$ cat config.mk
export PLATFORM = sky130hd
export DESIGN_NAME = retospect_bitstream_loader
export DESIGN_NICKNAME = d
export VERILOG_FILES = /design/src/rtl/retospect_cfg_pkg.sv /design/src/rtl/retospect_crc16_serial.sv /design/src/rtl/retospect_bitstream_loader.sv
export SDC_FILE = /design/constraint.sdc
export NUM_CORES = 1
export LEC_CHECK = 0
export ABC_AREA = 1
export ABC_CLOCK_PERIOD_IN_PS = 4400
export CORE_MARGIN = 10
export CORE_UTILIZATION = 38
export CTS_CLUSTER_DIAMETER = 50
export DETAILED_ROUTE_END_ITERATION = 8
export GPL_TIMING_DRIVEN = 0
export SYNTH_ARGS = -nofsm -noshare
export SYNTH_HDL_FRONTEND = slang
export SYNTH_HIERARCHICAL = 1
export SYNTH_SLANG_ARGS = --single-unit
export TNS_END_PERCENT = 30
$ cat constraint.sdc
create_clock -name clk -period 4.4 [get_ports clk]
set_input_delay 0.66 -clock clk [delete_from_list [all_inputs] [get_ports clk]]
set_output_delay 0.66 -clock clk [all_outputs]
set_load 0.1 [all_outputs]
$ cat src/rtl/retospect_cfg_pkg.sv
// Shared types and constants for the neurochip configuration loader.
// CRC-16-CCITT helper is bit-serial, MSB-first.
package retospect_cfg_pkg;

  typedef enum logic [2:0] {
    IDLE,
    LOAD,
    READBACK,
    ARM,
    DONE
  } loader_state_e;

  localparam logic [15:0] CRC16_POLY = 16'h1021;
  localparam logic [15:0] CRC16_INIT = 16'hFFFF;

  localparam int CNB_BITS      = 19;
  localparam int CLOCKBOX_BITS = 48;

  function automatic logic [15:0] crc16_step(
    input logic [15:0] crc,
    input logic        b
  );
    logic fb;
    fb = crc[15] ^ b;
    return {crc[14:0], 1'b0} ^ (fb ? CRC16_POLY : 16'h0000);
  endfunction

endpackage

$ cat src/rtl/retospect_crc16_serial.sv
// Bit-serial CRC-16 accumulator with synchronous clear.
// One instance tracks loaded bits, another tracks readback bits.
module retospect_crc16_serial
  import retospect_cfg_pkg::*;
#(
  parameter logic [15:0] INIT = CRC16_INIT
) (
  input  logic        clk,
  input  logic        reset,
  input  logic        i_clear,
  input  logic        i_en,
  input  logic        i_bit,
  output logic [15:0] o_crc
);

  logic [15:0] r_crc;

  always_ff @(posedge clk) begin
    if (reset || i_clear) begin
      r_crc <= INIT;
    end else if (i_en) begin
      r_crc <= crc16_step(r_crc, i_bit);
    end
  end

  assign o_crc = r_crc;

endmodule

$ cat src/rtl/retospect_bitstream_loader.sv
// Serialises a byte stream into the neurochip config chain, optionally
// rotates it back out for a CRC check, then pulses reset_nn to arm it.
module retospect_bitstream_loader
  import retospect_cfg_pkg::*;
#(
  parameter int          CHAIN_LEN = CLOCKBOX_BITS + 70 * CNB_BITS,
  parameter int          CNT_W     = 11,
  parameter logic [15:0] CRC_INIT  = CRC16_INIT
) (
  input  logic        clk,
  input  logic        reset,
  input  logic        start,
  input  logic        verify_en,
  input  logic        in_valid,
  input  logic [7:0]  in_data,
  output logic        in_ready,
  output logic        cfg_config_en,
  output logic        cfg_bs_in,
  input  logic        cfg_bs_out,
  output logic        cfg_reset_nn,
  output logic        busy,
  output logic        done,
  output logic        crc_ok,
  output logic [15:0] crc_value
);

  localparam logic [CNT_W-1:0] LEN  = CNT_W'(CHAIN_LEN);
  localparam logic [CNT_W-1:0] LAST = CNT_W'(CHAIN_LEN - 1);

  loader_state_e    r_state;
  loader_state_e    w_next;
  logic [CNT_W-1:0] r_bitcnt;
  logic [CNT_W-1:0] r_rbcnt;
  logic [3:0]       r_nib;
  logic [7:0]       r_byte;
  logic             r_verify;
  logic             r_crc_ok;
  logic [15:0]      r_crc_value;
  logic             r_cfg_en;
  logic             r_bs_in;
  logic             r_reset_nn;
  logic             r_done;

  logic             w_shift;
  logic [CNT_W-1:0] w_cnt_after;
  logic [CNT_W-1:0] w_rem;
  logic             w_ready;
  logic             w_accept;
  logic [3:0]       w_nib_load;
  logic [3:0]       w_nib_next;
  logic [7:0]       w_byte_next;
  logic             w_cfg_en_next;
  logic [15:0]      w_crc_load;
  logic [15:0]      w_crc_rb;

  assign w_shift     = (r_state == LOAD) && (r_nib != 4'd0);
  assign w_cnt_after = r_bitcnt + CNT_W'(w_shift);
  assign w_rem       = LEN - w_cnt_after;
  // a new byte may land on the same edge the last bit of the old one leaves
  assign w_ready     = (r_state == LOAD) && (r_nib <= 4'd1)
                     && (w_cnt_after < LEN);
  assign w_accept    = w_ready && in_valid;
  assign w_nib_load  = (w_rem >= CNT_W'(8)) ? 4'd8 : w_rem[3:0];

  always_comb begin
    w_next      = r_state;
    w_nib_next  = r_nib;
    w_byte_next = r_byte;
    if (w_accept) begin
      w_nib_next  = w_nib_load;
      w_byte_next = in_data;
    end else if (w_shift) begin
      w_nib_next  = r_nib - 4'd1;
      w_byte_next = {1'b0, r_byte[7:1]};
    end
    unique case (r_state)
      IDLE: begin
        w_nib_next = 4'd0;
        if (start) w_next = LOAD;
      end
      LOAD: begin
        if (w_shift && r_bitcnt == LAST)
          w_next = r_verify ? READBACK : ARM;
      end
      READBACK: begin
        if (r_rbcnt == LAST) w_next = ARM;
      end
      ARM:     w_next = DONE;
      DONE:    w_next = IDLE;
      default: w_next = IDLE;
    endcase
  end

  // chain-facing strobes are flops loaded from next-cycle state
  assign w_cfg_en_next = ((w_next == LOAD) && (w_nib_next != 4'd0))
                       || (w_next == READBACK);

  always_ff @(posedge clk) begin
    if (reset) begin
      r_state     <= IDLE;
      r_bitcnt    <= '0;
      r_rbcnt     <= '0;
      r_nib       <= '0;
      r_byte      <= '0;
      r_verify    <= 1'b0;
      r_crc_ok    <= 1'b0;
      r_crc_value <= '0;
      r_cfg_en    <= 1'b0;
      r_bs_in     <= 1'b0;
      r_reset_nn  <= 1'b0;
      r_done      <= 1'b0;
    end else begin
      r_state    <= w_next;
      r_nib      <= w_nib_next;
      r_byte     <= w_byte_next;
      r_cfg_en   <= w_cfg_en_next;
      r_bs_in    <= w_cfg_en_next & w_byte_next[0];
      r_reset_nn <= (w_next == ARM);
      r_done     <= (w_next == DONE);
      if (r_state == IDLE) begin
        r_bitcnt <= '0;
      end else if (w_shift) begin
        r_bitcnt <= w_cnt_after;
      end
      if (r_state == READBACK) begin
        r_rbcnt <= r_rbcnt + CNT_W'(1);
      end else begin
        r_rbcnt <= '0;
      end
      if (r_state == IDLE && start) begin
        r_verify <= verify_en;
        r_crc_ok <= 1'b0;
      end
      if (r_state == ARM) begin
        r_crc_value <= w_crc_load;
        if (r_verify) r_crc_ok <= (w_crc_rb == w_crc_load);
      end
    end
  end

  retospect_crc16_serial #(.INIT(CRC_INIT)) u_crc_load (
    .clk     (clk),
    .reset   (reset),
    .i_clear (r_state == IDLE),
    .i_en    (w_shift),
    .i_bit   (r_byte[0]),
    .o_crc   (w_crc_load)
  );

  retospect_crc16_serial #(.INIT(CRC_INIT)) u_crc_rb (
    .clk     (clk),
    .reset   (reset),
    .i_clear (r_state == IDLE),
    .i_en    (r_state == READBACK),
    .i_bit   (cfg_bs_out),
    .o_crc   (w_crc_rb)
  );

  assign in_ready      = w_ready;
  assign cfg_config_en = r_cfg_en;
  // readback rotates the chain through a combinational bypass
  assign cfg_bs_in     = (r_state == READBACK) ? cfg_bs_out : r_bs_in;
  assign cfg_reset_nn  = r_reset_nn;
  assign busy          = (r_state != IDLE);
  assign done          = r_done;
  assign crc_ok        = r_crc_ok;
  assign crc_value     = r_crc_value;

endmodule

==> flow_summary.ini, run 1 <==
[clocking]
clk_latency_ns = 0.35
cts-buffers-inserted = 9
cts-resized-gates = 9
cts_tree = built
cts_root_buf = clkbuf_16
cts_htree_levels = 3
path_clk_slew_ns = 0.06
cts_hold_buf = 0
clockBufferDepth = 2
numClockSinks = 91
cts_setup_buffers = 0

[drt]
num_vias = 4184
routed_wl_um = 11100
postRouteAntennaNets = 0
dr.pass1.iters = 5
post_drt_via_cell_ratio = 4.97
drc = 0
drtIter0Drc = 302
wl_per_cell_um = 13.2

[power_and_ir_drop]
leakage_nw = 2.35
p_int_mw = 1.30
p_sw_share_pct = 23.0
seq_power_share_pct = 49.4
comb_power_share_pct = 5.4
ir_worst_vdd_mv = 0.218
p_per_area_mw_per_mm2 = 306
p_sw_mw = 0.388
clockPowerShare_pct = 45.2
power_mw = 1.69

[logic_synthesis]
yosys.area.top_type = dfxtp_1
synthTopCellsByCount = 166 x nand2_1, 91 x dfxtp_1, 67 x inv_1, 64 x nand3_1, 42 x nor2_1
ys_top_cells_by_area = dfxtp_1 39%, nand2_1 13%, nand3_1 6.9%
synth_ff_type = dfxtp_1
synth_cell_type_count = 38
ys_seq_area_share_pct = 39.1
synth_edf_count = 0
async_reset_ff_share_pct = 0
yosys_warnings = 6
synth_top_area_share_pct = 39.1
yosysMostFrequentCell = nand2_1
syn_nets = 665
synth.avg_cell_area_sq_um = 7.24
syn_area_sq_mm = 0.00466
syn_inst = 643
synth_seq_cells = 91

[final_layout]
final_layout_size_suffix_gt1_share_pct = 14.8
syn2layout_area_growth_pct = 18.4
nets = 712
diodes = 0
fill_cells = 1245

[sta]
fin_skew_ns = 0.00579
whs_ns = 0.469
rsz0062_at_grt = false
setup_violations = 0
tightest_slew_ns = 0.991
hold_viol_final = 0
layout_min_cycle_time_ns = 4.05
timing.final.crit_share_pct = 92.0
maxSlewHeadroom_pct = 33.7
drv_slew = 0
clock.fmax_mhz = 247

[placed_design]
io_buffers = 36
hpwl_um = 8320
gp_congestion = 0.855

[floorplanning]
die_area_sq_mm = 0.0171
core_area_sq_mm = 0.0120
die_h_um = 131
top_level_ports = 37
initial_core_util_pct = 38.8
rows = 40
die_w_um = 131

[global_route]
grt_max_degree = 15
grt_pass1_wl_um = 18800
grt.total_usage_pct = 13.8
overflow = 0
antenna_found_initial = 0
grt_pass1_vias = 3974

[outcome]
status = completed

[worst_setup_path]
cp_data_required_time_ns = 3.74
arrival_ns = 3.39
reg2reg_from = r_nib[0]
startpoint = r_nib[0]
worst_setup_path_start_kind = register
cp-end-kind = output pin
crit_type = register to output pin
cp_max_fo = 11

[hold_path]
hp-start = r_rbcnt[0]
hold_class = register to register

[job]
maxCapViolCount = 0
-- area by class of cell --
cell class	count	area (sq um)	area share, %
Tap cell	147	184	3.34
Buffer	19	153	2.77
Clock inverter	5	53.8	0.976
Clock buffer	11	233	4.22
Multi-Input combinational cell	460	2430	44.0
Timing Repair Buffer	36	362	6.56
Sequential cell	91	1820	33.0
Inverter	73	280	5.08
-- cell families (layout without fill, tap and decap cells) --
kind of cell             Yosys count  count (layout)  share of synthesized area (%)
AND/OR/NAND/NOR                  365             365                           38.4
adder cells (fa/ha/maj)            8               8                           2.15
flip-flops                        91              91                           39.1
AO/OA/AOI/OAI                     76              76                           9.06
XOR/XNOR                          11              11                           2.07
buffers and inverters             92             144                           9.22
-- through the flow --
stage	setup slack [ns]	cell area, sq um	util, %	std cells	TNS [ns]
2_1_floorplan	0.549	4660	-	643	0
3_3_place_gp	-0.821	5200	43.3	826	-0.821
5_1_grt	0.0298	5510	45.9	842	0
3_5_place_dp	-0.800	5200	43.3	826	-0.800
6_report	0.351	5510	45.9	842	0
4_1_cts	0.0579	5490	45.7	842	0
-- power groups by stage --
stage | clock network, mW | logic [mW] | registers, mW
4_1_cts | 0.789 | 0.0911 | 0.833
3_5_place_dp | 0 | 0.0904 | 0.851
6_report | 0.763 | 0.0911 | 0.833
2_1_floorplan | 0 | 0.0594 | 0.851
3_3_place_gp | 0 | 0.0896 | 0.851
5_1_grt | 0.818 | 0.100 | 0.833
-- critical path: stages (launching register included) --
cell and delay, ns:
dfxtp_1 0.39, inv_1 0.07, ha_1 0.22, nand2_1 0.08, nand2_2 0.12, inv_1 0.11, buf_2 0.22, clkbuf_4 0.26
ha_2 0.25, ha_4 0.20, nand2_1 0.09, nand2_1 0.14, nand2_1 0.09, nor2_1 0.14, nand3_1 0.09, nand2_1 0.07
nand2_1 0.06, nand2_2 0.07, nand2_1 0.06, inv_1 0.07, buf_6 0.22
-- final timing paths --
check / slack, ns / to / depth (start not counted)
worst max-delay path: 0.35 / in_ready / 20
worst min-delay path: 0.47 / r_rbcnt[0] / 1
worst max register to register: 0.77 / cfg_config_en / 26
worst min register to register: 0.47 / r_rbcnt[0] / 1
-- per-layer routing --
metal | vias to the layer above | wire [um] | global-route usage [%]
met3 | 14 | 590 | 4.83
met2 | 86 | 5270 | 23.1
li1 | 2184 | - | -
met4 | 0 | 163 | 4.71
met1 | 1900 | 5050 | 16.2
met5 | - | 0 | 0
-- flip-flops by register name, indices dropped and copies added, names as in the netlist --
name and cells:
done 1, r_bitcnt 11, r_rbcnt 11, r_byte 8, crc_ok 1, r_verify 1, r_nib 4, u_crc_rb/o_crc 16
u_crc_load/o_crc 16, cfg_config_en 1, r_state 3, cfg_reset_nn 1, r_bs_in 1, crc_value 16
-- cell usage in the layout, fill, tap and decap left out, drive strengths merged, types with 4 or more instances in the layout --
cell type,count
or2,7
clkdlybuf4s50,35
a21oi,28
nand2,191
a31oi,8
nand3,88
xnor2,8
inv,71
clkinv,6
o21ai,31
clkbuf,19
buf,12
nor2,51
o211ai,5
dfxtp,91
nor4,4
nand3b,4
nor3,10
ha,8
nand4,6
Power figures use the tool's default switching activity.
==> run 2, diff against run 1 <==
- ABC_CLOCK_PERIOD_IN_PS: 4400 -> 3400
- CAP_MARGIN: not set -> 20
- SKIP_CTS_REPAIR_TIMING: not set -> 1
- clock period: 4.4 -> 3.4 ns (I/O delays scaled with it)
==> run 2 against run 1 <==
Flip-flop and latch count unchanged. Non-clock buffer count increased by 17. Sequential share of layout area decreased by 1.7 points. Clock skew increased by 0.0035 ns. Critical path type unchanged. Largest power group is now clock.
==> flow_summary.ini, run 2 (synthesis results as in run 1) <==
[global_route]
grt_max_degree = 15
grt_pass1_wl_um = 18100
grt.total_usage_pct = 13.3
antenna_found_initial = 0
grt_pass1_vias = 3797
overflow = 0

[final_layout]
diodes = 0
layout_common_cells = 155 x nand2_1, 88 x dfxtp_1, 63 x nand3_1, 62 x inv_1, 40 x nor2_1
final_core_utilization_pct = 48.6
final_common_cell = nand2_1
syn2layout_area_growth_pct = 25.3
fill_cells = 1170
final_layout_size_suffix_gt1_share_pct = 20.4
layoutNonFillerInstCount = 859
nets = 729

[placed_design]
io_buffers = 36
gp_congestion = 0.885
dp.cells = 826
hpwl_um = 8250
place_ws_ns = -1.39

[power_and_ir_drop]
power_mw = 2.32
leakage_nw = 2.49
p_sw_mw = 0.519
ir_worst_vdd_mv = 0.175
seq_power_share_pct = 46.4
clockPowerShare_pct = 48.1
comb_power_share_pct = 5.5
p_sw_share_pct = 22.3
p_int_mw = 1.80
p_per_area_mw_per_mm2 = 398

[sta]
tns_ns = 0
layout_min_cycle_time_ns = 3.28
setup_ws_ns = 0.118
clock.fmax_mhz = 305
hold_viol_final = 0
maxSlewHeadroom_pct = 33.7
drv_slew = 0
setup_violations = 0
tightest_slew_ns = 0.992
timing.final.crit_share_pct = 96.5
fin_skew_ns = 0.00934

[worst_setup_path]
cp_common_cell = nand2_2
cp_slowest_stage_delay_ns = 0.33
cp-end-kind = output pin
crit_chain = inv_2 > nor3_4 > nand2_4 > inv_4 > buf_8 > buf_12 > ha_4 > ha_4 > nand3_1 > o21ai_2 > nand2_2 > nor2_2 > nand2_2 > nand2_2 > nand2_2 > nand2_2 > clkinvlp_4 > buf_12
crit_type = register to output pin
cp.buffers_inverters = 6
arrival_ns = 2.77
cpMaxStageDelayCell = dfxtp_2
cp_max_fo = 5
reg2regPathDepth = 26
worst_setup_path_start_kind = register
cp_data_required_time_ns = 2.89
cp.depth = 18
cpLargestDelayFamily = simple AND/OR/NAND/NOR gates

[floorplanning]
die_w_um = 131
top_level_ports = 37
die_area_sq_mm = 0.0171
initial_core_util_pct = 38.8
die_h_um = 131
core_area_sq_mm = 0.0120
rows = 40

[drt]
dr.pass1.iters = 5
drtIter0Drc = 244
post_drt_via_cell_ratio = 4.93
postRouteAntennaNets = 0
drc = 0
num_vias = 4233
routed_wl_um = 11400
wl_per_cell_um = 13.3

[clocking]
cts-buffers-inserted = 9
cts_root_buf = clkbuf_16
cts_htree_levels = 3
clk_latency_ns = 0.35
clockBufferDepth = 2
path_clk_slew_ns = 0.07
numClockSinks = 91
cts_tree = built

[hold_path]
whs_path_depth = 1
hold_class = register to register

[outcome]
status = completed

[job]
maxCapViolCount = 0
run 2: cell count changes in the layout (fill, tap and decap cells not counted), moves of 3 or more:
cell     before  now
buf_4         0   16
nand2_1     165  155
nand2_2      26   34
inv_1        67   62
dfxtp_1      91   88
dfxtp_2       0    3
run 2: cell type report:
cell class	instances	area (sq um)	share of cell area, %
inverter	73	289	4.96
clock inverter	4	72.6	1.24
multi-input combinational	460	2510	43.1
timing repair buffer	53	515	8.84
clock buffer	12	256	4.40
buffer	19	175	3.00
sequential	91	1830	31.3
tap	147	184	3.15
run 2: path summary, 6_finish.rpt:
check                  end        from  slack [ns]
max               in_ready  r_state[0]        0.12
min reg2reg     r_rbcnt[0]  r_rbcnt[0]        0.47
min             r_rbcnt[0]  r_rbcnt[0]        0.47
max reg2reg  cfg_config_en    r_nib[1]        0.36
run 2: routing by layer:
layer,track usage (%),part of all wire [%],vias up
li1,-,-,2226
met1,16.6,47,1908
met2,21.5,47,83
met3,2.70,3.7,16
met4,6.54,2.1,0
met5,0,0,-
run 2: power groups by stage:
stage | combinational [mW] | clock, mW | sequential, mW
global placement | 0.116 | 0 | 1.10
floorplan | 0.0778 | 0 | 1.10
CTS | 0.118 | 1.15 | 1.08
detailed placement | 0.117 | 0 | 1.10
global route | 0.139 | 1.18 | 1.08
finish | 0.128 | 1.12 | 1.08
run 2: metrics by stage:
stage / instance area [sq um] / hold slack, ns
2_1_floorplan: 4660 / 0.433
3_3_place_gp: 5210 / 0.448
3_5_place_dp: 5210 / 0.457
4_1_cts: 5540 / 0.473
5_1_grt: 5830 / 0.488
6_report: 5830 / 0.467
run 2: worst reg2reg max path, delay by kind of cell (launching register included):
family	cells	cell delay, ns
adder cells (fa/ha/maj)	4	0.75
AND/OR/NAND/NOR	17	1.40
flip-flops	1	0.33
buffers and inverters	5	0.42
==> run 3, diff against run 2 <==
- PLACE_DENSITY: not set -> 0.54
==> run 3 against run 2 <==
Count of clock-buffer cells in the layout is 1 higher. Combinational power about the same. Design area barely moved. Flip-flop and latch count unchanged. Sequential power about the same. Clock skew decreased by 0.0033 ns. Critical endpoint unchanged.
==> flow_summary.ini, run 3 (synthesis results as in run 1) <==
[sta]
setup_violations = 0
drv_slew = 0
rsz0062_at_grt = true
layout_min_cycle_time_ns = 3.33
clock.fmax_mhz = 300
tightest_slew_ns = 0.985
maxSlewHeadroom_pct = 34.1
timing.final.crit_share_pct = 98.0
hold_viol_final = 0
fin_skew_ns = 0.00607
whs_ns = 0.473

[clocking]
numClockSinks = 91
cts_htree_levels = 3
cts-buffers-inserted = 9
path_clk_slew_ns = 0.06
cts_tree = built
clk_latency_ns = 0.34
clockBufferDepth = 2
cts_root_buf = clkbuf_16

[final_layout]
nets = 730
final_core_utilization_pct = 48.6
final_layout_size_suffix_gt1_share_pct = 20.1
layout_common_cells = 158 x nand2_1, 88 x dfxtp_1, 62 x inv_1, 62 x nand3_1, 41 x nor2_1
final_common_cell = nand2_1
diodes = 0
stdcell_area_sq_mm = 0.00584
syn2layout_area_growth_pct = 25.4
layoutNonFillerInstCount = 860

[placed_design]
hpwl_um = 8640
io_buffers = 36
dp.cells = 826
dpl-instance-area_sq_mm = 0.00521
gp_congestion = 0.841

[drt]
drc = 0
post_drt_via_cell_ratio = 4.94
top_layer = met4
wl_met2_um = 5630
postRouteAntennaNets = 0
drtIter0Drc = 274
wl_met1_um = 5460
dr_wl_met3_um = 413
wl_per_cell_um = 13.6
routed_wl_um = 11700
num_vias = 4252
dr.pass1.iters = 4

[global_route]
overflow = 0
antenna_found_initial = 0
grt_pass1_wl_um = 18800
grt.total_usage_pct = 13.7
grt_max_degree = 15
grt_pass1_vias = 3922

[floorplanning]
die_h_um = 131
die_area_sq_mm = 0.0171
die_w_um = 131
rows = 40
top_level_ports = 37
core_area_sq_mm = 0.0120
initial_core_util_pct = 38.8

[power_and_ir_drop]
p_per_area_mw_per_mm2 = 400
ir_worst_vdd_mv = 0.285
leakage_nw = 2.50
power_mw = 2.34

[hold_path]
hold_class = register to register

[worst_setup_path]
arrival_ns = 2.82
cp_data_required_time_ns = 2.89
worst_setup_path_start_kind = register
crit_type = register to output pin
cp-end-kind = output pin
cp_max_fo = 6

[job]
maxCapViolCount = 0

[outcome]
status = completed
==> run 3: layout make-up <==
type | count | area [sq um]
fillers | 1213 | 6170
clock buffers | 13 | 270
plain buffers | 19 | 175
repair buffers | 54 | 505
well taps | 147 | 184
multi-input cells | 460 | 2520
flip-flops and latches | 91 | 1830
inverters | 73 | 287
clock inverters | 3 | 68.8
==> run 3: through the flow <==
step                setup TNS (ns)  setup WS (ns)
floorplan                        0       0.000610
global placement             -6.05          -1.42
detailed placement           -6.05          -1.41
CTS                          -7.08          -1.84
global route                -0.113         -0.113
finish                           0         0.0664
==> run 3: power by group <==
part	internal (mW)	total [mW]	switching [mW]
logic	0.0482	0.129	0.0810
registers	1.07	1.08	0.00474
clock network	0.706	1.13	0.422
total	1.83	2.34	0.507
==> run 3: final timing paths <==
path               from             to  slack (ns)  cells past startpoint
max          r_state[0]       in_ready        0.07                     20
min          r_rbcnt[6]     r_rbcnt[6]        0.47                      2
max reg2reg  r_state[0]  cfg_config_en        0.28                     29
min reg2reg  r_rbcnt[6]     r_rbcnt[6]        0.47                      2
==> run 3: critical path: stages (launching register included) <==
cell        delay [ns]
dfxtp_2           0.33
inv_2             0.05
nor3_4            0.27
nand2_4           0.11
inv_4             0.07
buf_8             0.11
buf_12            0.11
ha_4              0.16
ha_4              0.18
nand2_4           0.07
nor2_4            0.16
nand2_2           0.07
nand2_2           0.08
inv_2             0.06
nand3_2           0.06
nand2_1           0.06
nand2_1           0.07
nand2_2           0.07
nand2_2           0.10
clkinvlp_4        0.10
buf_12            0.17
==> run 3: layer usage <==
layer | global-route usage [%] | vias to the layer above
met5 | 0 | -
li1 | - | 2217
met4 | 4.38 | 0
met1 | 17.4 | 1966
met3 | 3.22 | 10
met2 | 22.6 | 59
==> RTL edit: new RTL, config.mk and constraints of run 3 <==
The 5 states of `loader_state_e` get a one-hot encoding in 5 bits.
--- a/src/rtl/retospect_cfg_pkg.sv
+++ b/src/rtl/retospect_cfg_pkg.sv
@@ -2,12 +2,12 @@
 // CRC-16-CCITT helper is bit-serial, MSB-first.
 package retospect_cfg_pkg;
 
-  typedef enum logic [2:0] {
-    IDLE,
-    LOAD,
-    READBACK,
-    ARM,
-    DONE
+  typedef enum logic [4:0] {
+    IDLE     = 5'b00001,
+    LOAD     = 5'b00010,
+    READBACK = 5'b00100,
+    ARM      = 5'b01000,
+    DONE     = 5'b10000
   } loader_state_e;
 
   localparam logic [15:0] CRC16_POLY = 16'h1021;
Formal check against the unedited RTL: same outputs for any inputs over 10 cycles, from zero or initial values and one cycle with reset high; not proved beyond that.
==> RTL edit against run 3 <==
  * The flow now finishes with violations (negative setup slack)
  * Die area down 0.16%
  * Wire length up 1.6%
  * Sequential cell count up 2
  * Cell area down 3.1%
  * Worst setup slack worse by 0.10 ns
  * Synthesized area down 0.19%
  * Non-clock buffer count down 11
  * Critical path depth down 3
Power is not compared: it rests on default switching activity, and its combinational part moved more than twofold at a synthesized area within 25%.
==> RTL edit: results (changes against run 3) <==
Power
  • Peak supply drop: ~0.00036 V
  • Sw Share: 37.5%

GRT
  • Largest net degree at the start of global routing: 16 (+1)
  • First-pass GRT wire length: 19.7 mm (+4.7%)
  • All-Layer GR Usage: 14.6% (+0.82 points)
  • Vias in the first global route: 3968 (+1.2%)

Clock network
  • Worst-skew pair later-pin latency: 0.35 ns
  • Clk root buf: clkbuf_16
  • CTS H-Tree Depth: 3 (unchanged)
  • Max Root-Sink Buffers: 2 (unchanged)
  • CTS clock-pin slew for the worst setup and hold paths: 0.06 ns (about the same)
  • TritonCTS buffer count: 9 (unchanged)

Worst hold path
  • Hold path depth: 2 (unchanged)
  • Hold path endpoint: crc_value[1]$_SDFFE_PP0N_
  • Hold Startpoint: crc_value[1]$_SDFFE_PP0N_
  • Hold Crit Class: flip-flop to flip-flop

Logic synthesis
  • Syn Inst Count: 622 (-3.3%)
  • Synthesized Nets: 644 (-3.2%)
  • XOR/XNOR Fraction of Synth Area: 4.15% (+2.1 points)
  • Post-synthesis compound-gate area fraction: 7.32% (-1.7 points)
  • Ys async rst share: 0% (unchanged)
  • Register area share after synthesis: 40.1% (+0.94 points)
  • Yosys cell types: 38 (unchanged)
  • Top cells by count, synth: nand2_1, dfxtp_1, nor2_1, nand3_1, inv_1
  • Yosys Warn Count: 6 (unchanged)
  • Top cells by area, synth: dfxtp_1, nand2_1, nand3_1, nand3_2, nor2_1
  • Post-synthesis adder-cell area fraction: 2.15% (+0.0041 points)

Critical path
  • Worst r2r dst: cfg_config_en$_SDFF_PP0_
  • Reg-to-reg critical path startpoint: r_state[3]$_SDFF_PP0_
  • Arr. time, crit path: 2.92 ns (+0.10 ns)
  • R2r worst-path depth: 22 (-24%)

Place
  • Dpl ws: -1.18 ns (+0.231 ns)
  • Hpwl dp: 8.69 mm (+0.53%)
  • Port bufs: 36 (unchanged)
  • Placed cell area: 5200 sq um (about the same)
  • Post-Place Cells: 805 (-2.5%)
  • Final GP Congestion: 0.831 (-1.1%)

Detailed routing
  • Via count: 4125 (-3.0%)
  • Number of DRC markers in iteration 0: 231 (-16%)
  • DRT Pass-1 Iters: 4 (unchanged)
  • Via density per instance: 4.98 (+0.76%)
  • Routed WL: 11.8 mm (+1.6%)

Timing
  • Setup violators final: 1 (+1)
  • Final worst slack: -0.0347 ns (-0.101 ns)
  • Worst-Margin Slew: 0.998 ns (+0.0130 ns)
  • Clock skew: 0.00782 ns (+0.00175 ns)
  • Fin Hold WS: 0.470 ns (-0.00384 ns)

Status
  • Status: finished, violations left
  • Failing checks: negative setup slack

Cells and area
  • Layout net count: 698 (-4.4%)
  • Layout cells sized above 1: 18.5% (-1.6 points)
  • Diode count: 0 (unchanged)
==> RTL edit: metrics by stage <==
step / utilization [%] / TNS [ns]
finish: 47.1 / -0.0347
global route: 47.1 / -0.215
CTS: 45.7 / -3.19
detailed placement: 43.3 / -2.37
global placement: 43.3 / -2.57
floorplan: - / 0
==> RTL edit: layout make-up <==
type	instances	area [sq um]
plain buffers	19	171
multi-input cells	451	2500
inverters	59	230
well taps	147	184
fillers	1240	6350
clock buffers	11	253
flip-flops and latches	93	1870
clock inverters	5	35.0
repair buffers	43	423
==> RTL edit: how the worst max path moves through the flow <==
stage | to | slack [ns] | start
CTS | in_ready | -1.57 | r_nib[0]$_SDFF_PP0_
detailed placement | in_ready | -1.18 | r_nib[0]$_SDFF_PP0_
floorplan | in_ready | 0.12 | r_nib[0]$_SDFF_PP0_
finish | in_ready | -0.03 | r_state[3]$_SDFF_PP0_
global placement | in_ready | -1.17 | r_nib[0]$_SDFF_PP0_
global route | in_ready | -0.22 | r_state[1]$_SDFF_PP0_
==> RTL edit: power groups by stage <==
stage | Combinational, mW | Clock, mW | Sequential [mW]
finish | 0.863 | 0.975 | 1.19
global placement | 0.850 | 0 | 1.21
CTS | 0.864 | 1.01 | 1.19
detailed placement | 0.862 | 0 | 1.21
global route | 0.925 | 1.06 | 1.20
floorplan | 0.375 | 0 | 1.48
==> RTL edit: critical path, cell delays in order, from the launching register on <==
cell        delay, ns
dfxtp_1          0.33
nor2_2           0.16
nand3_2          0.15
a21oi_4          0.23
buf_8            0.14
ha_4             0.14
ha_4             0.14
nand2_4          0.10
nor2_4           0.18
nand2_1          0.11
xor2_2           0.19
nand2_1          0.07
nand2_1          0.07
nand2_1          0.06
nand2_2          0.11
nand2_2          0.09
clkinvlp_4       0.09
buf_8            0.19
==> RTL edit: cell families after synthesis <==
logic type | count (synthesis)
AND/OR/NAND/NOR | 362
flip-flops | 93
buffers and inverters | 78
AO/OA/AOI/OAI | 59
XOR/XNOR | 22
adder cells (fa/ha/maj) | 8
==> RTL edit: per-layer routing <==
metal | vias to the layer above | GRT usage, % | wire length, microns
met5 | - | 0 | 0
met4 | 0 | 5.23 | 208
met3 | 17 | 3.55 | 497
met2 | 63 | 24.8 | 5780
met1 | 1917 | 17.5 | 5360
li1 | 2128 | - | -
